## src/rtl/uart_tx_top.sv

```systemverilog
// uart_tx_top -- 8-bit UART transmitter.
//
// Serialises one byte per accepted `send` request onto `uart_tx`:
// start bit (0), 8 data bits LSB first, optional parity bit, STOP_BITS stop
// bits (1). Every bit is held for CLKS_PER_BIT = CLK_FREQ/BAUD clocks.
//
// Handshake (request/ready): a request is accepted on any cycle where
// ready=1 (state IDLE) and send=1. `data` is sampled only on that cycle.
// While ready=0, send is ignored and nothing is queued. The producer must
// hold or re-issue send.
//
// Configuration macro: UART_TX_PARITY_EN
//   defined   -> PARITY state between DATA and STOP. PARITY_ODD selects the
//                parity sense (0 = even, 1 = odd).
//   undefined -> 8N1 / 8N2 frame, no PARITY_ODD parameter.
//
// Ports:
//   clk      in   1  system clock, rising edge
//   rst      in   1  synchronous reset, active-high (aborts any frame)
//   data     in   8  byte to send, sampled on the accept cycle
//   send     in   1  transmit request, level-sampled every cycle
//   uart_tx  out  1  serial line, idle/mark = 1, registered
//   ready    out  1  1 = idle, a request will be accepted, registered
module uart_tx_top #(
  parameter int CLK_FREQ  = 12_000_000,
  parameter int BAUD      = 9_600,
  parameter int STOP_BITS = 1
`ifdef UART_TX_PARITY_EN
  ,
  parameter int PARITY_ODD = 0
`endif
) (
  input  logic       clk,
  input  logic       rst,
  input  logic [7:0] data,
  input  logic       send,
  output logic       uart_tx,
  output logic       ready
);

  localparam int CLKS_PER_BIT = CLK_FREQ / BAUD;
  // Guard against a zero-width timer when CLKS_PER_BIT is 1.
  localparam int TW = (CLKS_PER_BIT > 1) ? $clog2(CLKS_PER_BIT) : 1;
  localparam logic [TW-1:0] TIMER_MAX = TW'(CLKS_PER_BIT - 1);
  localparam logic [2:0] LAST_STOP = 3'(STOP_BITS - 1);

  localparam logic [2:0] S_IDLE   = 3'd0;
  localparam logic [2:0] S_START  = 3'd1;
  localparam logic [2:0] S_DATA   = 3'd2;
`ifdef UART_TX_PARITY_EN
  localparam logic [2:0] S_PARITY = 3'd3;
`endif
  localparam logic [2:0] S_STOP   = 3'd4;

  logic [2:0]    state;
  logic [TW-1:0] timer;
  // Data bit index in DATA, stop bit index in STOP.
  logic [2:0]    bit_idx;
  // Byte latched on accept. It is indexed rather than shifted, so the
  // complete byte stays available for parity.
  logic [7:0]    data_r;
  logic          bit_done;

  assign bit_done = (timer == TIMER_MAX);

  always_ff @(posedge clk) begin
    if (rst) begin
      state   <= S_IDLE;
      timer   <= '0;
      bit_idx <= '0;
      data_r  <= '0;
      uart_tx <= 1'b1;
      ready   <= 1'b1;
    end else begin
      case (state)
        S_IDLE: begin
          timer   <= '0;
          bit_idx <= '0;
          if (send) begin
            data_r  <= data;
            state   <= S_START;
            uart_tx <= 1'b0;
            ready   <= 1'b0;
          end
        end

        S_START: begin
          if (bit_done) begin
            timer   <= '0;
            bit_idx <= '0;
            state   <= S_DATA;
            uart_tx <= data_r[0];
          end else begin
            timer <= timer + 1'b1;
          end
        end

        S_DATA: begin
          if (bit_done) begin
            timer <= '0;
            if (bit_idx == 3'd7) begin
              bit_idx <= '0;
`ifdef UART_TX_PARITY_EN
              state   <= S_PARITY;
              uart_tx <= (^data_r) ^ 1'(PARITY_ODD);
`else
              state   <= S_STOP;
              uart_tx <= 1'b1;
`endif
            end else begin
              bit_idx <= bit_idx + 3'd1;
              uart_tx <= data_r[bit_idx + 3'd1];
            end
          end else begin
            timer <= timer + 1'b1;
          end
        end

`ifdef UART_TX_PARITY_EN
        S_PARITY: begin
          if (bit_done) begin
            timer   <= '0;
            bit_idx <= '0;
            state   <= S_STOP;
            uart_tx <= 1'b1;
          end else begin
            timer <= timer + 1'b1;
          end
        end
`endif

        S_STOP: begin
          uart_tx <= 1'b1;
          if (bit_done) begin
            timer <= '0;
            if (bit_idx == LAST_STOP) begin
              bit_idx <= '0;
              state   <= S_IDLE;
              ready   <= 1'b1;
            end else begin
              bit_idx <= bit_idx + 3'd1;
            end
          end else begin
            timer <= timer + 1'b1;
          end
        end

        default: begin
          state   <= S_IDLE;
          timer   <= '0;
          bit_idx <= '0;
          uart_tx <= 1'b1;
          ready   <= 1'b1;
        end
      endcase
    end
  end

endmodule

```

## config.mk

```make
export PLATFORM = sky130hd
export DESIGN_NAME = uart_tx_top
export DESIGN_NICKNAME = d
export VERILOG_FILES = /design/src/rtl/uart_tx_top.sv
export SDC_FILE = /design/constraint.sdc
export NUM_CORES = 1
export LEC_CHECK = 0
export BUFFER_PORTS_ARGS = -buffer_cell sky130_fd_sc_hd__buf_2
export CAP_MARGIN = 20
export CORE_ASPECT_RATIO = 0.8
export CORE_UTILIZATION = 52
export DETAILED_ROUTE_END_ITERATION = 10
export MAX_ROUTING_LAYER = met4
export PLACE_DENSITY = 0.76
export SETUP_SLACK_MARGIN = 0.05
export SLEW_MARGIN = 30
export SYNTH_ARGS = -nofsm -noshare
export SYNTH_HDL_FRONTEND = slang
export SYNTH_SLANG_ARGS = --single-unit
```

## constraint.sdc

```tcl
create_clock -name clk -period 1.6 [get_ports clk]
set_input_delay 0.16 -clock clk [delete_from_list [all_inputs] [get_ports clk]]
set_output_delay 0.16 -clock clk [all_outputs]
set_load 0.005 [all_outputs]
```

==> reports/qor.txt <==
Outcome = finished, violations left
Failing checks = negative setup slack
Core area = 0.00246 mm2
Largest net degree at the start of global routing = 18
Tcrit/Tclk final = 100%
Clk sinks = 27
Row cnt = 16
Register area share after synthesis = 39.4%
DRC errors left = 0
Initial Util = 55.7%
Reg2reg start = bit_idx[0]
Area growth, synth to finish = 16.2%
Clk slew on worst S/H paths = 0.14 ns
IO Pins = 13
Worst-margin pin slew = 0.469 ns
Routed len/inst = 13.5 um
Final clock skew = 0.00139 ns
Htree depth = 1
Die Area = 0.00285 mm2
Antenna Violating Nets Remaining = 0
Number of buffers created by CTS = 3
WHS = 0.0419 ns
Hold Crit Class = in -> reg
Max VDD drop = 0.000534 V
Hold Path End = data_r[1]
Syn avg cell area = 8.62 um2
NumNets Final = 192
Final min period = 1.61 ns
Vias in the first global route = 994
Worst r2r dst = uart_tx
Pint = 840 uW
Top delay family on crit path = multiplexers
First-pass GRT wire length = 4280 um
Slowest CP cell = mux4_2
Final WL = 2850 um
Synthesized area = 0.00137 mm2
Chip height = 47.9 um
Synth unique cells = 39
CTS Root Buffer Type = clkbuf_4
Reg power frac = 62.7%
Clock power frac = 26.6%
Worst path depth = 6
Worst setup SP type = register
Critical Path Sink Type = register
Routed vias = 1,158
P per Cell Area = 707 mW/mm2
Comb pwr share = 10.7%
Crit path largest cell delay = 0.47 ns
Buf/Inv on CP = 1
Final hold violations = 0
Worst-skew pair later-pin latency = 0.33 ns
Post-Syn Nets = 175
DP HPWL = 2070 um
Port bufs = 12
Cts hold-fix bufs = 0
Yosys warns = 0
Highest clock rate = 622 MHz
Diode count = 0
Setup CP Type = reg -> reg
Storage cell area = 548 um2
Worst reg-to-reg path cell count = 6
Overall Power = 1130 uW
Switch Pwr = 287 uW
Global route overflow = 0
Critical Path AT = 1.89 ns
Final Max Slew Viols = 0
Sw Ratio = 25.5%
Pleak = 0.000559 uW
# setup viols final = 1
Max cap viols = 0
1st-pass router iterations = 4
Critical-path cell list = inv_2 > ha_4 > mux2i_1 > mux4_2 > a21o_1 > o21ai_1
Total track usage = 21.5%
Die Wd = 59.4 um
Worst Hold Path Cells = 3
R2r setup slk = -0.008 ns
Vias/cell = 5.49
RSZ-0062 raised after global routing = true
Initial antenna violation count = 0
Multi-input logic area = 835 um2
Rel. slew slack = 67.8%
CP max FO = 5
Max Buffers Root-to-Sink = 2
Hold Startpoint = data[1]
CTS tree = built
Cells after Synth = 159
#FFs+latches synth = 27
Critical Path RT = 1.88 ns
Share of cells above drive strength 1 = 29.1%
RePlAce Congestion = 0.851
Worst Setup Slack, final = -0.00781 ns
Initial drt markers = 33
Fill cells = 220
-- metal layers --
metal	global-route usage [%]	wire (um)
met3	6.49	103
met1	27.3	1450
met5	-	0
met4	6.67	27
met2	32.8	1270
-- power by group through the flow --
stage                     registers, uW  logic [uW]  clock network, uW
after floorplan                     720        75.9                  0
after global placement              723         106                  0
after detailed placement            723         111                  0
after CTS                           707         113                305
after global routing                709         135                342
final                               706         121                300
-- worst max path at each step --
| stage | from | endpoint |
|---|---|---|
| 3_5_place_dp | bit_idx[0] | uart_tx |
| 2_1_floorplan | timer[1] | timer[1] |
| 5_1_grt | bit_idx[1] | uart_tx |
| 6_report | bit_idx[0] | uart_tx |
| 3_3_place_gp | bit_idx[0] | uart_tx |
| 4_1_cts | bit_idx[0] | uart_tx |
-- tightest hold or removal path: cells and delay by family --
family                 cells  cell delay (ns)
buffers and inverters      1             0.09
AOI/OAI and AO/OA          1             0.05
and+or+nand+nor            1             0.04
-- through the flow --
step           worst slack (ns)  setup TNS [ns]  area [um2]  cells  utilization [%]
2_1_floorplan           0.00545               0        1410    159                -
3_3_place_gp             0.0438               0        1510    204             61.1
3_5_place_dp           -0.00730        -0.00730        1510    204             61.1
4_1_cts                -0.00214        -0.00214        1550    210             63.0
5_1_grt                 -0.0707          -0.101        1590    211             64.7
6_report               -0.00781        -0.00781        1590    211             64.7
-- cell usage in the layout, fill, tap and decap left out, types with 3 or more instances in the layout --
master,synthesis,layout
nand2_1,21,21
inv_2,0,3
xnor2_1,4,4
buf_2,1,12
o2111ai_1,3,3
nor3_1,5,3
nand3_1,7,7
nand2b_1,4,4
ha_1,5,3
dfxtp_2,0,3
a21oi_1,15,15
nor2_1,14,8
buf_4,0,8
nor2_2,0,5
clkbuf_4,0,3
xor2_1,6,6
dfxtp_1,27,23
mux2i_1,6,6
-- cell families after synthesis --
group / share of synthesized area, %
AO/OA/AOI/OAI: 14.1
XOR/XNOR: 6.39
adder cells (fa/ha/maj): 4.56
buffers and inverters: 5.02
flip-flops: 39.4
multiplexers: 6.84
AND/OR/NAND/NOR: 23.7
-- cells in the mapped netlist, drive strengths merged --
cell type  instances  area share [%]
dfxtp             27              39
nand2             21             5.7
a21oi             15             5.5
nor2              14             3.8
nand3              7             2.6
buf                6             2.8
mux2i              6             4.4
xor2               6             3.8
ha                 5             4.6
inv                5             1.4
nor3               5             1.8
nand2b             4             1.8
xnor2              4             2.6
clkbuf             3            0.82
o2111ai            3             1.9
o21ai              3             1.1
a21o               2             1.1
and2               2            0.91
and3               2            0.91
nand4              2            0.91
or3                2             1.3
a2111oi            1             1.1
a211oi             1            0.55
a31o               1            0.64
a31oi              1            0.46
a41o               1            0.73
and4               1            0.73
and4bb             1             1.2
mux2               1            0.82
mux4               1             1.6
nand3b             1            0.55
nor2b              1            0.46
nor3b              1            0.55
nor4               1            0.46
o21bai             1            0.55
o22ai              1            0.46
-- timing repair --
item / in CTS / in global routing
pin swaps: 0 / 3
cloned: 0 / 1
resized for setup: 1 / 12
endpoints found under the setup margin: 10 / 23
setup buffers: 2 / 0
-- state kept, by name (all words and copies together), names as in the netlist --
name and flops:
data_r 8, state 3, ready 1, timer 11, uart_tx 1, bit_idx 3
-- layout make-up --
class / instances / share of cell area (%)
well taps: 36 / 2.83
repair buffers: 20 / 7.54
clock buffers: 3 / 1.41
flip-flops and latches: 27 / 34.4
clock inverters: 1 / 0.314
inverters: 5 / 1.18
multi-input cells: 119 / 52.4
(Power assumes the default switching activity.)
